**src/rtl/irq_pkg.sv**
```systemverilog
// Shared types and constants for the interrupt collector path.
package irq_pkg;

    localparam int N_IRQ = 8;
    localparam int IDW   = 3;

    typedef enum logic [1:0] {
        IDLE    = 2'd0,
        OFFER   = 2'd1,
        SERVICE = 2'd2
    } irq_state_e;

    typedef logic [N_IRQ-1:0] irq_vec_t;

endpackage

```
**src/rtl/irq_edge_det.sv**
```systemverilog
// Sticky pending register fed by edge- or level-detected request lines.
module irq_edge_det #(
    parameter int N         = 8,
    parameter bit EDGE_MODE = 1'b1
) (
    input  logic         clk,
    input  logic         rst_n,
    input  logic [N-1:0] i_set,
    input  logic [N-1:0] i_clr_onehot,
    output logic [N-1:0] o_pending
);

    logic [N-1:0] r_prev;
    logic [N-1:0] r_pending;
    logic [N-1:0] w_set;

    // Select the set source: rising edges or raw level.
    always_comb begin
        w_set = {N{1'b0}};
        if (EDGE_MODE) begin
            w_set = i_set & ~r_prev;
        end else begin
            w_set = i_set;
        end
    end

    // Clear is applied before set so a coincident new request is never lost.
    always_ff @(posedge clk) begin
        if (!rst_n) begin
            r_prev    <= {N{1'b0}};
            r_pending <= {N{1'b0}};
        end else begin
            r_prev    <= i_set;
            r_pending <= (r_pending & ~i_clr_onehot) | w_set;
        end
    end

    assign o_pending = r_pending;

endmodule

```
**src/rtl/irq_collector.sv**
```systemverilog
// Collects 8 request lines, offers the highest-index unmasked pending id on a
// valid/ready handshake, then holds in service until end-of-interrupt.
module irq_collector
    import irq_pkg::*;
#(
    parameter bit EDGE_MODE = 1'b1
) (
    input  logic           clk,
    input  logic           rst_n,
    input  logic [N_IRQ-1:0] irq_in,
    input  logic [N_IRQ-1:0] mask,
    output logic [N_IRQ-1:0] pend_o,
    output logic           req_valid,
    output logic [IDW-1:0] req_id,
    input  logic           req_ready,
    input  logic           eoi,
    output logic           in_service_o
);

    irq_state_e     r_state;
    irq_state_e     w_state_nxt;
    logic [IDW-1:0] r_req_id;
    logic [IDW-1:0] w_req_id_nxt;
    logic           r_req_valid;
    logic           r_in_service;
    logic           w_accept;
    irq_vec_t       w_clr_onehot;
    irq_vec_t       w_pending;
    irq_vec_t       w_active;

    // Highest set index wins; zero when nothing is set.
    function automatic logic [IDW-1:0] highest_idx(input irq_vec_t v);
        logic [IDW-1:0] idx;
        idx = {IDW{1'b0}};
        for (int i = 0; i < N_IRQ; i++) begin
            if (v[i]) begin
                idx = i[IDW-1:0];
            end else begin
                idx = idx;
            end
        end
        return idx;
    endfunction

    irq_edge_det #(
        .N         (N_IRQ),
        .EDGE_MODE (EDGE_MODE)
    ) u_edge_det (
        .clk          (clk),
        .rst_n        (rst_n),
        .i_set        (irq_in),
        .i_clr_onehot (w_clr_onehot),
        .o_pending    (w_pending)
    );

    assign w_active = w_pending & ~mask;
    assign w_accept = (r_state == OFFER) && req_ready;

    // One-hot clear of the accepted line.
    always_comb begin
        w_clr_onehot = {N_IRQ{1'b0}};
        if (w_accept) begin
            w_clr_onehot[r_req_id] = 1'b1;
        end else begin
            w_clr_onehot = {N_IRQ{1'b0}};
        end
    end

    // Next-state logic; req_id is only loaded on the IDLE->OFFER transition.
    always_comb begin
        w_state_nxt  = r_state;
        w_req_id_nxt = r_req_id;
        case (r_state)
            IDLE: begin
                if (|w_active) begin
                    w_state_nxt  = OFFER;
                    w_req_id_nxt = highest_idx(w_active);
                end else begin
                    w_state_nxt  = IDLE;
                end
            end
            OFFER: begin
                if (req_ready) begin
                    w_state_nxt = SERVICE;
                end else begin
                    w_state_nxt = OFFER;
                end
            end
            SERVICE: begin
                if (eoi) begin
                    w_state_nxt = IDLE;
                end else begin
                    w_state_nxt = SERVICE;
                end
            end
            default: begin
                w_state_nxt = IDLE;
            end
        endcase
    end

    // State and registered Moore outputs.
    always_ff @(posedge clk) begin
        if (!rst_n) begin
            r_state      <= IDLE;
            r_req_id     <= {IDW{1'b0}};
            r_req_valid  <= 1'b0;
            r_in_service <= 1'b0;
        end else begin
            r_state      <= w_state_nxt;
            r_req_id     <= w_req_id_nxt;
            r_req_valid  <= (w_state_nxt == OFFER);
            r_in_service <= (w_state_nxt == SERVICE);
        end
    end

    assign pend_o       = w_active;
    assign req_valid    = r_req_valid;
    assign req_id       = r_req_id;
    assign in_service_o = r_in_service;

endmodule

```
**config.mk**
```make
export PLATFORM = sky130hd
export DESIGN_NAME = irq_collector
export DESIGN_NICKNAME = d
export VERILOG_FILES = /design/src/rtl/irq_pkg.sv /design/src/rtl/irq_edge_det.sv /design/src/rtl/irq_collector.sv
export SDC_FILE = /design/constraint.sdc
export NUM_CORES = 1
export LEC_CHECK = 0
export CAP_MARGIN = 20
export CELL_PAD_IN_SITES_DETAIL_PLACEMENT = 1
export CELL_PAD_IN_SITES_GLOBAL_PLACEMENT = 2
export CORE_MARGIN = 2
export CORE_UTILIZATION = 28
export DETAILED_ROUTE_END_ITERATION = 7
export PLACE_DENSITY = 0.86
export SETUP_SLACK_MARGIN = 0.1
export SLEW_MARGIN = 20
export SYNTH_ARGS = -nofsm -noshare
export SYNTH_HDL_FRONTEND = slang
export SYNTH_SLANG_ARGS = --single-unit
```
**constraint.sdc**
```tcl
create_clock -name clk -period 2.13 [get_ports clk]
set_input_delay 0.426 -clock clk [delete_from_list [all_inputs] [get_ports clk]]
set_output_delay 0.426 -clock clk [all_outputs]
set_load 0.02 [all_outputs]
```
==> Word level (Yosys, flattened, before mapping) <==
Index checks and enable logic that the tools add are counted.
{ "op_classes": {"n_lt_le_gt_ge": 2, "n_eq_ne": 4, "muxes": 14, "bitwise": 7, "reduce_logical": 5} }
{ "op_table": {"columns": ["cell", "n"], "rows": [
  ["$and A8 B8 Y8", 3],
  ["$not A8 Y8", 3],
  ["$mux W3", 6],
  ["$mux W8", 1],
  ["$or A8 B8 Y8", 1],
  ["$reduce_or A8 Y1", 1],
  ["$pmux W2 S3", 1],
  ["$eq A2 B1 Y1 const B", 2],
  ["$eq A2 B2 Y1 const B", 2],
  ["$lt A3 B4 Y1 const B", 1],
  ["$mux W2", 2],
  ["$demux W1 S3", 1],
  ["$ge A3 B1 Y1 const B", 1],
  ["$mux W1", 3],
  ["$logic_and A1 B1 Y1", 2],
  ["$logic_not A2 Y1", 1],
  ["$reduce_and A2 Y1", 1]
]} }
{ "word_totals": {"register_bits": 23, "input_bits": 20, "out_inout_bits": 13, "wordCells": 38} }

==> Depth between registers and ports, before layout <==
{ "depth": {"word_depth": 9, "ltp_mapped": 5, "ltp_nobuf": 5} }

==> Modules after synthesis <==
A second synthesis with hierarchy kept.
{ "hier_totals": {"cells_unflattened": 107, "hier_area_um2": 1011.0} }
{ "modules_own_cells": {"columns": ["mod", "instances", "cells_per_inst", "area_each_um2", "seq_area_each_um2"], "rows": [
  ["irq_edge_det", 1, 49, 549.3, 320.3],
  ["irq_collector", 1, 58, 461.7, 140.1]
]} }

==> Worst setup path before layout <==
Ideal clock, no wire load.
{ "synth_timing": {"path_type": "input port to flip-flop", "from": "in mask[0]", "to": "reg r_req_id[0] (netlist: req_id[0])", "setup_ns": 0.114, "t_arrival_ns": 1.343, "path_slack_ns": 0.673, "cell_stages": 4, "cell_sequence": "nor2b_1 > nor4_4 > a41oi_1 > a21bo_1"} }
{ "synth_via": {"elab_chain_len": 4} }
{ "synth_lines": {"columns": ["item", "line", "text"], "rows": [
  ["start, declared", "irq_collector.sv:11", "input logic [N_IRQ-1:0] mask,"],
  ["$not A8 Y8", "irq_collector.sv:56", "assign w_active = w_pending & ~mask;"],
  ["$and A8 B8 Y8", "irq_collector.sv:56", null],
  ["$reduce_or A8 Y1", "irq_collector.sv:75", "if (|w_active) begin"],
  ["$reduce_and A2 Y1 (no source line)", null, null],
  ["end signal, assigned", "irq_collector.sv:106", "r_req_id <= {IDW{1'b0}};"],
  ["end signal, assigned", "irq_collector.sv:111", "r_req_id <= w_req_id_nxt;"],
  ["end, declared", "irq_collector.sv:22", "logic [IDW-1:0] r_req_id;"]
]} }
Every way passes these cells.
A chain may end at the register's enable or synchronous reset.

==> Worst setup path after layout <==
{ "layout_timing": {"from": "reg r_req_id[1] (netlist: req_id[1])", "to": "out req_id[1]"} }
{ "layout_rtl": {"columns": ["item", "line", "text"], "rows": [
  ["end, declared", "irq_collector.sv:14", "output logic [IDW-1:0] req_id,"]
]} }
No word-level cell between the ends.

==> results.toml <==
[grt]
grt_pass1_wl_mm = 4.24
antenna_found_initial = 0
grt_use_total = 0.135
grt_max_degree = 13
grt.overflow.total = 0
grt_pass1_vias = 898

[synthesis]
synth_nets = 121
postSynthAreaPerCell_um2 = 9.87
synth_top_cell_area_share = 0.462
syn_area_um2 = 997
synth_cell_types = 26
synth_seq_cells = 23
seq_area_frac_synth = 0.462
yosys_warnings = 0
synth_top_cell_by_area = "dfxtp_1"
synth_cells = 101
yosys-top-cells-area = "dfxtp_1, nand2b_1, a21boi_0"

[timing]
skew_ps = 2.61
fin_hold_ws_ps = 489
max_freq_ghz = 0.526
drv_slew = 0
tightest_slew_ps = 349
setup_violations = 0
rsz0062_at_grt = "false"
relSlewSlack = 0.765
fin_crit_ps = 1900
min_period_over_period = 0.893
hold_viol_final = 0

[placed_design]
placedCellCount = 187
placed_area_mm2 = 0.00144
hpwl_mm = 1.97
gp_congestion = 0.793
numPortBuffers = 32

[setup_path]
reg2reg_depth = 5
cp_data_required_time_ps = 1700
path_cells = "clkdlybuf4s50_1"
cp_top_family = "buffers and inverters"
crit_type = "reg2out"
slowest_delay_ps = 660
reg2reg_from = "u_edge_det.o_pending[4]"
cpMaxStageDelayCell = "clkdlybuf4s50_1"
arrival_ps = 1480
crit_fanout = 7
crit_cells = 1
critical_path.endpoint_type = "output port"
cp-startpoint = "req_id[1]"
path_buf_inv = 1
start_kind = "flop"
regToRegSetupSlack_ps = 690

[status]
status = "finished, final reports clean"

[final_layout]
stdcell_count = 191
synthToLayoutAreaGrowth_pct = 46.4
diodes = 0
final_area_mm2 = 0.00146
post-route-util = 0.431
nets = 166
drive_gt1_frac = 0.159

[detailed_routing]
ant_nets = 0
wl_mm = 2.44
drc = 0
wl_per_cell_um = 12.8
firstDrtPassIters = 4
drtIter0Drc = 41
via_per_inst = 4.49
via_count = 858

[die]
dieArea_mm2 = 0.00405
fp-row-count = 21
core-area_mm2 = 0.00339
die_h_um = 63.7
fp.dieW_um = 63.7
start_util = 0.294
io_pins = 33

[worst_hold_path]
worstHoldPathType = "reg2reg"
whs_path_depth = 2
worstHoldStart = "u_edge_det.o_pending[0]"

[flow_run]
cap_violations = 0

[clocking]
clk_pin_slew_ps = 130
worstSkewPairLatency_ps = 320
cts_tree = "yes"
clockRootBuffer = "clkbuf_4"
htree_levels = 1
hold_buffers = 0
cts_buffers = 3
clock_path_buffers = 2
numClockSinks = 23

[pwr]
p_switching_w = 0.000267
p_clk_frac = 0.226
pwr-share-seq = 0.528
irDropWorstVdd_uv = 291
swShare = 0.286
p_leak_nw = 0.616
p_per_area_mw_per_mm2 = 641
p_comb_frac = 0.246
p_int_w = 0.000668
==> metrics by stage <==
step	total power [W]	TNS [ps]	setup slack, ps
final	0.000936	0	228
after CTS	0.000950	0	159
after floorplan	0.000622	0	673
after global placement	0.000737	0	2.99
after detailed placement	0.000744	-6.16	-6.16
after global routing	0.000997	0	159
==> state kept, by name, indices dropped and copies added (netlist names) <==
register	count
u_edge_det.r_prev	8
req_valid	1
req_id	3
u_edge_det.o_pending	8
r_state	2
in_service_o	1
==> power by group through the flow <==
stage                     registers [W]  clock network (W)  logic [W]
final                          0.000494           0.000211   0.000231
after global routing           0.000500           0.000244   0.000252
after CTS                      0.000494           0.000221   0.000235
after detailed placement       0.000505                  0   0.000240
after global placement         0.000502                  0   0.000235
after floorplan                0.000510                  0   0.000112
==> kinds of logic (layout without fill, tap and decap cells) <==
| family | Yosys count | count (layout) | synth area share |
|---|---|---|---|
| buf+inv | 5 | 49 | 0.0188 |
| compound gates | 27 | 27 | 0.184 |
| mux | 1 | 1 | 0.0100 |
| flops | 23 | 23 | 0.462 |
| simple gates | 45 | 45 | 0.325 |
==> cells in the final DEF, fill, tap and decap left out, drive strengths merged <==
cell type / Yosys / routed
nand2b: 14 / 14
inv: 3 / 3
clkbuf: 2 / 4
nor2b: 6 / 6
mux2i: 1 / 1
o31ai: 4 / 4
and2b: 1 / 1
nor4: 2 / 2
and4b: 2 / 2
a21boi: 9 / 9
buf: 0 / 10
clkdlybuf4s50: 0 / 24
o21ai: 6 / 6
and2: 8 / 8
o22ai: 1 / 1
a21bo: 1 / 1
a41oi: 1 / 1
nand2: 7 / 7
nand3b: 1 / 1
a21oi: 4 / 4
dlygate4sd2: 0 / 8
a211oi: 1 / 1
dfxtp: 23 / 23
and3b: 1 / 1
nor2: 3 / 3
==> area by class of cell <==
cell class	count	area [um2]
fill	399	1930
multi-input combinational	73	518
clock buffer	4	26.3
tap	46	57.6
inverter	3	11.3
timing repair buffer	42	385
sequential	23	462
==> synthesized netlist by cell type <==
| cell type | number |
|---|---|
| o21ai_0 | 6 |
| nand3b_1 | 1 |
| a21oi_1 | 4 |
| a211oi_1 | 1 |
| nand2_1 | 7 |
| dfxtp_1 | 23 |
| a21bo_1 | 1 |
| nor2b_1 | 3 |
| nand2b_1 | 13 |
| and4b_1 | 2 |
| inv_1 | 1 |
| nor2_1 | 3 |
| nor2b_4 | 3 |
| a21boi_2 | 1 |
| nand2b_2 | 1 |
| and2b_1 | 1 |
| a21boi_0 | 8 |
| and2_1 | 8 |
| mux2i_1 | 1 |
| clkbuf_1 | 2 |
| inv_2 | 2 |
| a41oi_1 | 1 |
| o22ai_1 | 1 |
| nor4_4 | 2 |
| o31ai_1 | 4 |
| and3b_1 | 1 |
==> layer usage <==
| metal | share of wire | track usage | routed length [um] |
|---|---|---|---|
| met2 | 0.49 | 0.226 | 1200 |
| met1 | 0.44 | 0.164 | 1080 |
| met5 | 0 | 0 | 0 |
| met3 | 0.039 | 0.0250 | 94 |
| met4 | 0.025 | 0.0652 | 62 |
==> path summary, 6_finish.rpt <==
path                             endpoint
setup / recovery                req_id[1]
hold / removal    u_edge_det.o_pending[0]
setup reg to reg                req_valid
hold reg to reg   u_edge_det.o_pending[0]
==> what timing repair did <==
item,4_1_cts,5_1_grt
buffers inserted,0,0
resized for setup,8,1
endpoints found under the setup margin,8,1
Note: power is estimated with default switching activity, not from simulation.
